--- config.mk ---
export PLATFORM = sky130hd
export DESIGN_NAME = coproc_custom0_issuer
export DESIGN_NICKNAME = d
export VERILOG_FILES = /design/src/rtl/coproc_custom0_issuer.sv
export SDC_FILE = /design/constraint.sdc
export NUM_CORES = 1
export LEC_CHECK = 0
export CORE_ASPECT_RATIO = 0.5
export CORE_MARGIN = 3
export CORE_UTILIZATION = 44
export CTS_CLUSTER_DIAMETER = 50
export CTS_CLUSTER_SIZE = 20
export DETAILED_ROUTE_END_ITERATION = 6
export PLACE_DENSITY = 0.81
export SETUP_SLACK_MARGIN = 0.15
export SLEW_MARGIN = 20
export SYNTH_ARGS = -nofsm -noshare
export SYNTH_HDL_FRONTEND = slang
export SYNTH_SLANG_ARGS = --single-unit
--- constraint.sdc ---
create_clock -name clk_i -period 2.8 [get_ports clk_i]
set_clock_uncertainty 0.05 [all_clocks]
set_input_delay 0.42 -clock clk_i [delete_from_list [all_inputs] [get_ports clk_i]]
set_output_delay 0.42 -clock clk_i [all_outputs]
set_load 0.01 [all_outputs]
--- src/rtl/coproc_custom0_issuer.sv ---
// custom0 coprocessor initiator: issues operand pairs on the genfifo req stream,
// tracks destination tags in order and hands responses to register writeback.

package coproc_custom0_issuer_pkg;

   typedef struct packed {
      logic [31:0] src0_data;
      logic [31:0] src1_data;
   } req_struct;

   typedef struct packed {
      logic [31:0] result;
   } resp_struct;

endpackage

module coproc_custom0_issuer
   import coproc_custom0_issuer_pkg::*;
#(
   parameter int unsigned DEPTH          = 4,
   parameter int unsigned TIMEOUT_CYCLES = 1024
) (
   input  logic        clk_i,
   input  logic        rst_i,

   input  logic        cmd_req_i,
   input  logic [31:0] cmd_src0_i,
   input  logic [31:0] cmd_src1_i,
   input  logic [4:0]  cmd_rd_i,
   output logic        cmd_ack_o,

   output logic        stream_req_bus_genfifo_req_o,
   output req_struct   stream_req_bus_genfifo_wdata_bo,
   input  logic        stream_req_bus_genfifo_ack_i,

   input  logic        stream_resp_bus_genfifo_req_i,
   input  resp_struct  stream_resp_bus_genfifo_rdata_bi,
   output logic        stream_resp_bus_genfifo_ack_o,

   output logic        wb_req_o,
   output logic [4:0]  wb_rd_o,
   output logic [31:0] wb_wdata_o,
   input  logic        wb_ack_i,

   output logic        busy_o,
   output logic        err_o,
   input  logic        err_clr_i
);

   localparam int unsigned PTR_W = (DEPTH > 1) ? $clog2(DEPTH) : 1;
   localparam int unsigned CNT_W = PTR_W + 1;
   localparam int unsigned TMR_W = (TIMEOUT_CYCLES > 1) ? $clog2(TIMEOUT_CYCLES) : 1;
   localparam int unsigned TAG_W = 5;

   // registered state
   logic              req_valid_q;
   req_struct         req_data_q;
   logic [TAG_W-1:0]  tag_mem [DEPTH];
   logic [PTR_W-1:0]  wr_ptr_q;
   logic [PTR_W-1:0]  rd_ptr_q;
   logic [CNT_W-1:0]  count_q;
   logic [TMR_W-1:0]  timer_q;
   logic              wb_valid_q;
   logic [TAG_W-1:0]  wb_rd_q;
   logic [31:0]       wb_data_q;
   logic              err_q;
   logic              busy_q;

   // next-state
   logic              req_valid_n;
   req_struct         req_data_n;
   logic [PTR_W-1:0]  wr_ptr_n;
   logic [PTR_W-1:0]  rd_ptr_n;
   logic [CNT_W-1:0]  count_n;
   logic [TMR_W-1:0]  timer_n;
   logic              wb_valid_n;
   logic [TAG_W-1:0]  wb_rd_n;
   logic [31:0]       wb_data_n;
   logic              err_n;
   logic              busy_n;

   logic              cmd_accept;
   logic              resp_xfer;
   logic              fifo_empty;
   logic              pop;
   logic              spurious;
   logic              timeout_hit;
   logic [TAG_W-1:0]  head_tag;

   always_comb begin
      req_valid_n = req_valid_q;
      req_data_n  = req_data_q;
      wr_ptr_n    = wr_ptr_q;
      rd_ptr_n    = rd_ptr_q;
      count_n     = count_q;
      timer_n     = timer_q;
      wb_valid_n  = wb_valid_q;
      wb_rd_n     = wb_rd_q;
      wb_data_n   = wb_data_q;
      err_n       = err_q;

      fifo_empty  = (count_q == CNT_W'(0));
      cmd_accept  = cmd_req_i && !req_valid_q && (count_q < CNT_W'(DEPTH)) && !err_q;
      resp_xfer   = stream_resp_bus_genfifo_req_i && (!wb_valid_q || wb_ack_i);
      pop         = resp_xfer && !fifo_empty;
      spurious    = resp_xfer && fifo_empty;
      head_tag    = tag_mem[rd_ptr_q];
      timeout_hit = !resp_xfer && !fifo_empty && (timer_q == TMR_W'(TIMEOUT_CYCLES - 1));

      // request slot
      if (req_valid_q && stream_req_bus_genfifo_ack_i) begin
         req_valid_n = 1'b0;
      end
      if (cmd_accept) begin
         req_valid_n          = 1'b1;
         req_data_n.src0_data = cmd_src0_i;
         req_data_n.src1_data = cmd_src1_i;
      end

      // tag FIFO pointers and occupancy; pointers wrap since DEPTH is a power of 2
      if (cmd_accept) begin
         wr_ptr_n = wr_ptr_q + PTR_W'(1);
      end
      if (pop) begin
         rd_ptr_n = rd_ptr_q + PTR_W'(1);
      end
      if (cmd_accept && !pop) begin
         count_n = count_q + CNT_W'(1);
      end else if (!cmd_accept && pop) begin
         count_n = count_q - CNT_W'(1);
      end

      // writeback slot; rd==0 results are dropped
      if (wb_valid_q && wb_ack_i) begin
         wb_valid_n = 1'b0;
      end
      if (pop && (head_tag != TAG_W'(0))) begin
         wb_valid_n = 1'b1;
         wb_rd_n    = head_tag;
         wb_data_n  = stream_resp_bus_genfifo_rdata_bi.result;
      end

      // response watchdog
      if (resp_xfer || fifo_empty || timeout_hit) begin
         timer_n = TMR_W'(0);
      end else begin
         timer_n = timer_q + TMR_W'(1);
      end

      // a timeout abandons everything in flight
      if (timeout_hit) begin
         req_valid_n = 1'b0;
         wr_ptr_n    = PTR_W'(0);
         rd_ptr_n    = PTR_W'(0);
         count_n     = CNT_W'(0);
      end

      // set dominates clear
      if (spurious || timeout_hit) begin
         err_n = 1'b1;
      end else if (err_clr_i) begin
         err_n = 1'b0;
      end

      busy_n = (count_n != CNT_W'(0)) || req_valid_n || wb_valid_n;
   end

   always_ff @(posedge clk_i) begin
      if (!rst_i) begin
         req_valid_q <= 1'b0;
         req_data_q  <= '0;
         wr_ptr_q    <= '0;
         rd_ptr_q    <= '0;
         count_q     <= '0;
         timer_q     <= '0;
         wb_valid_q  <= 1'b0;
         wb_rd_q     <= '0;
         wb_data_q   <= '0;
         err_q       <= 1'b0;
         busy_q      <= 1'b0;
      end else begin
         req_valid_q <= req_valid_n;
         req_data_q  <= req_data_n;
         wr_ptr_q    <= wr_ptr_n;
         rd_ptr_q    <= rd_ptr_n;
         count_q     <= count_n;
         timer_q     <= timer_n;
         wb_valid_q  <= wb_valid_n;
         wb_rd_q     <= wb_rd_n;
         wb_data_q   <= wb_data_n;
         err_q       <= err_n;
         busy_q      <= busy_n;
      end
   end

   // tag storage; contents are don't-care while the FIFO is empty
   always_ff @(posedge clk_i) begin
      if (!rst_i) begin
         for (int i = 0; i < int'(DEPTH); i++) begin
            tag_mem[i] <= '0;
         end
      end else if (cmd_accept) begin
         tag_mem[wr_ptr_q] <= cmd_rd_i;
      end
   end

   assign cmd_ack_o                       = cmd_accept;
   assign stream_resp_bus_genfifo_ack_o   = resp_xfer;
   assign stream_req_bus_genfifo_req_o    = req_valid_q;
   assign stream_req_bus_genfifo_wdata_bo = req_data_q;
   assign wb_req_o                        = wb_valid_q;
   assign wb_rd_o                         = wb_rd_q;
   assign wb_wdata_o                      = wb_data_q;
   assign busy_o                          = busy_q;
   assign err_o                           = err_q;

endmodule

==> metrics.cfg <==
[status]
status = finished clean

[cells_and_area]
layout_common_cells = clkdlybuf4s50_1, nand2_1, dfxtp_1
area_occupied_by_registers_mm2 = 0.00308
mostFrequentLayoutCell = clkdlybuf4s50_1
layout-area-overhead-vs-synth_pct = 53.1
layout_cell_share_with_drive_strength_beyond_1_pct = 6.71
multi_input_area_mm2 = 0.00221
antenna_cells_inserted = 0
finish.net_count = 933
nFillCells = 919

[pwr]
clock_power_share_pct = 34.1
ir_worst_vdd_mv = 0.385
p_sw_mw = 2.23
cellPowerDensity_mw_per_mm2 = 871
reported_leakage_power_nw = 3.13
seqPwrFrac_pct = 36.6
swShare_pct = 30.2
combinationalPowerShare_pct = 29.3
internal_power_mw = 5.15

[synthesis]
synth-compound-area-share_pct = 13.9
synth_mux_area_share_pct = 2.03
synth_cells = 620
synth_simple_gate_area_share_pct = 20.9
share_of_synthesized_cell_area_in_full_adder_half_adder_and_majority_cells_pct = 0.904
largest_family_of_logic_cells_by_synthesized_area = simple AND/OR/NAND/NOR gates
postSynthNetCount = 732
syn_area_per_cell_um2 = 8.93
post_synth_num_cell_types = 36
ys_dominant_reg_cell = dfxtp_1
synth-xor-area-share_pct = 2.06
synth_enable_flop_cells = 20
synth-seq-cells = 144
asyncSetResetFlopFracSynth_pct = 0
synth_area_mm2 = 0.00554
synth.yosys.warnings = 0
synth_sequential_area_ratio_pct = 55.7

[detailed_routing]
drt_iter0_drc = 263
num_vias = 4841
routed_via_density = 4.85
drc_errors = 0
route.antenna.remaining_nets = 0
wl_per_cell_um = 14.5
detail_route.first_pass.iterations = 4
totalWireLength_um = 14500

[setup_path]
timing.critical_path.to_type = primary output
timing.critical_path.fanout_max = 3
cell_count_of_the_worst_reg_to_reg_path = 6
timing.reg2reg.setup_slack_ns = 0.40
worst_ep_required_time_ns = 2.33
rr_endpoint = wb_wdata_o[24]
crit_path_start_kind = input port
timing.critical_path.to = cmd_ack_o
crit_start = cmd_req_i
worst-endpoint-arrival_ns = 1.99
path_class = input port to primary output

[clocking]
cts_made_buffers = 17
cts.root.buffer_cell = clkbuf_16
htree_num_levels = 4
clockBufferDepth = 2
clkSinkCount = 144
worst_skew_pair.late_latency_ns = 0.41
cts_tree = built
clk_pin_slew_ns = 0.06

[place]
pre_cts_ws_ns = 0.128
buffer_ports.inserted = 214
place.detailed.hpwl_um = 9850
finalWeightedCongestion = 0.814

[global_routing]
groute.usage.overall_pct = 20.4
wire_length_of_the_first_global_routing_pass_um = 23000
grt_util_met1_pct = 24.4
grt_use_met2_pct = 35.5
antenna_found_initial = 0
globalRouteOverflowTotal = 0
grt_busiest_layer = met2
met3_usage_pct = 6.19
largest_net_degree_at_the_start_of_global_routing = 74
vias_in_the_first_global_route = 4781

[sta]
tightestPinTransition_ns = 0.487
post_route_clock_period_utilization_pct = 88.0
number_of_setup_violations_in_the_final_report = 0
finalWorstSetupSlack_ns = 0.337
rsz0062_at_grt = no
fmax_mhz = 406
maxSlewHeadroom_pct = 67.6
report.final.slew_viol_count = 0
layout_min_cycle_time_ns = 2.46
holdWs_ns = 0.397
setup_total_negative_slack_ns = 0
hold_viol_final = 0

[flow_run]
drv.max_cap_violation_count = 0

[floorplanning]
floorplan_die_area_mm2 = 0.0141
std_cell_rows = 28
die_height_um = 85.3
initial_utilization_pct = 46.0
top_level_ports = 215
core_area_mm2 = 0.0121
dieWidth_um = 165

[min_path]
min_path_type = flip-flop to flip-flop

cell usage after synthesis, types with 3 or more instances:
master,n,area (um^2)
ha_1,4,50.1
buf_2,11,55.1
buf_1,5,18.8
a31oi_1,3,18.8
dfxtp_1,124,2480
nand4_1,3,18.8
nand2b_1,4,25.0
inv_1,13,48.8
nand3_1,47,235
o21ai_1,21,105
clkbuf_1,27,101
o21ai_0,20,100
a21boi_0,64,480
xnor2_1,6,52.6
xor2_1,7,61.3
o21a_1,3,22.5
nand2_1,176,661
edfxtp_1,20,601
mux4_2,5,113
nor2_1,38,143
registers in the layout, summed over array words and instances, names as in the netlist, named ones only:
name / flops
wb_rd_o: 5
tag_mem: 20
wr_ptr_q: 2
busy_o: 1
rd_ptr_q: 2
timer_q: 10
wb_wdata_o: 32
err_o: 1
count_q: 3
stream_req_bus_genfifo_req_o: 1
wb_req_o: 1
stream_req_bus_genfifo_wdata_bo: 64
per-stage QoR:
stage | utilization [%] | cell area (um^2) | total power, mW | cells
2_1_floorplan | - | 5540 | 3.89 | 620
3_3_place_gp | 64.7 | 7800 | 4.80 | 967
3_5_place_dp | 64.7 | 7800 | 4.88 | 967
4_1_cts | 70.3 | 8470 | 7.45 | 999
5_1_grt | 70.3 | 8480 | 7.79 | 999
6_report | 70.3 | 8480 | 7.39 | 999
metal layers:
| layer | up-vias | share of wire [%] |
|---|---|---|
| li1 | 2453 | - |
| met1 | 2227 | 43 |
| met2 | 139 | 49 |
| met3 | 22 | 6.1 |
| met4 | 0 | 1.8 |
| met5 | - | 0 |
what timing repair did:
| item | CTS | global route |
|---|---|---|
| setup buffers | 0 | 0 |
| pin swaps | 0 | 0 |
| endpoints found under the setup margin | 1 | 6 |
| resized for setup | 1 | 2 |
| hold buffers | 0 | 0 |
power groups by stage:
stage          Clock, mW  Combinational [mW]  Sequential [mW]
6_report            2.52                2.16             2.70
5_1_grt             2.68                2.36             2.75
4_1_cts             2.57                2.18             2.70
3_5_place_dp           0                2.14             2.74
3_3_place_gp           0                2.08             2.72
2_1_floorplan          0                1.06             2.84
critical path: stages:
cell and delay [ns]:
clkdlybuf4s50_1 0.44, or4b_4 0.48, inv_4 0.11, clkdlybuf4s50_1 0.54
area by class of cell:
| cell class | instances | area share, % |
|---|---|---|
| sequential | 144 | 36.4 |
| clock buffer | 19 | 5.61 |
| inverter | 13 | 0.605 |
| timing repair buffer | 227 | 26.5 |
| multi-input combinational | 418 | 26.1 |
| tap | 165 | 2.44 |
| clock inverter | 13 | 2.32 |
cells by family (layout without fill, tap and decap cells):
| family | Yosys count | after routing |
|---|---|---|
| compound gates | 117 | 117 |
| xor+xnor | 13 | 13 |
| fa+ha+maj | 4 | 4 |
| buf+inv | 58 | 272 |
| flops | 144 | 144 |
| mux | 5 | 5 |
| simple gates | 279 | 279 |
worst min path at each step:
stage                              start        endpoint  cells past startpoint
final                     wb_wdata_o[28]  wb_wdata_o[28]                      2
after global routing               rst_i           err_o                      2
after CTS                  wb_wdata_o[0]   wb_wdata_o[0]                      2
after detailed placement   wb_wdata_o[0]   wb_wdata_o[0]                      2
after global placement    wb_wdata_o[23]  wb_wdata_o[23]                      2
after floorplan               timer_q[0]      timer_q[0]                      1
Note: power is estimated with default switching activity, not from simulation.
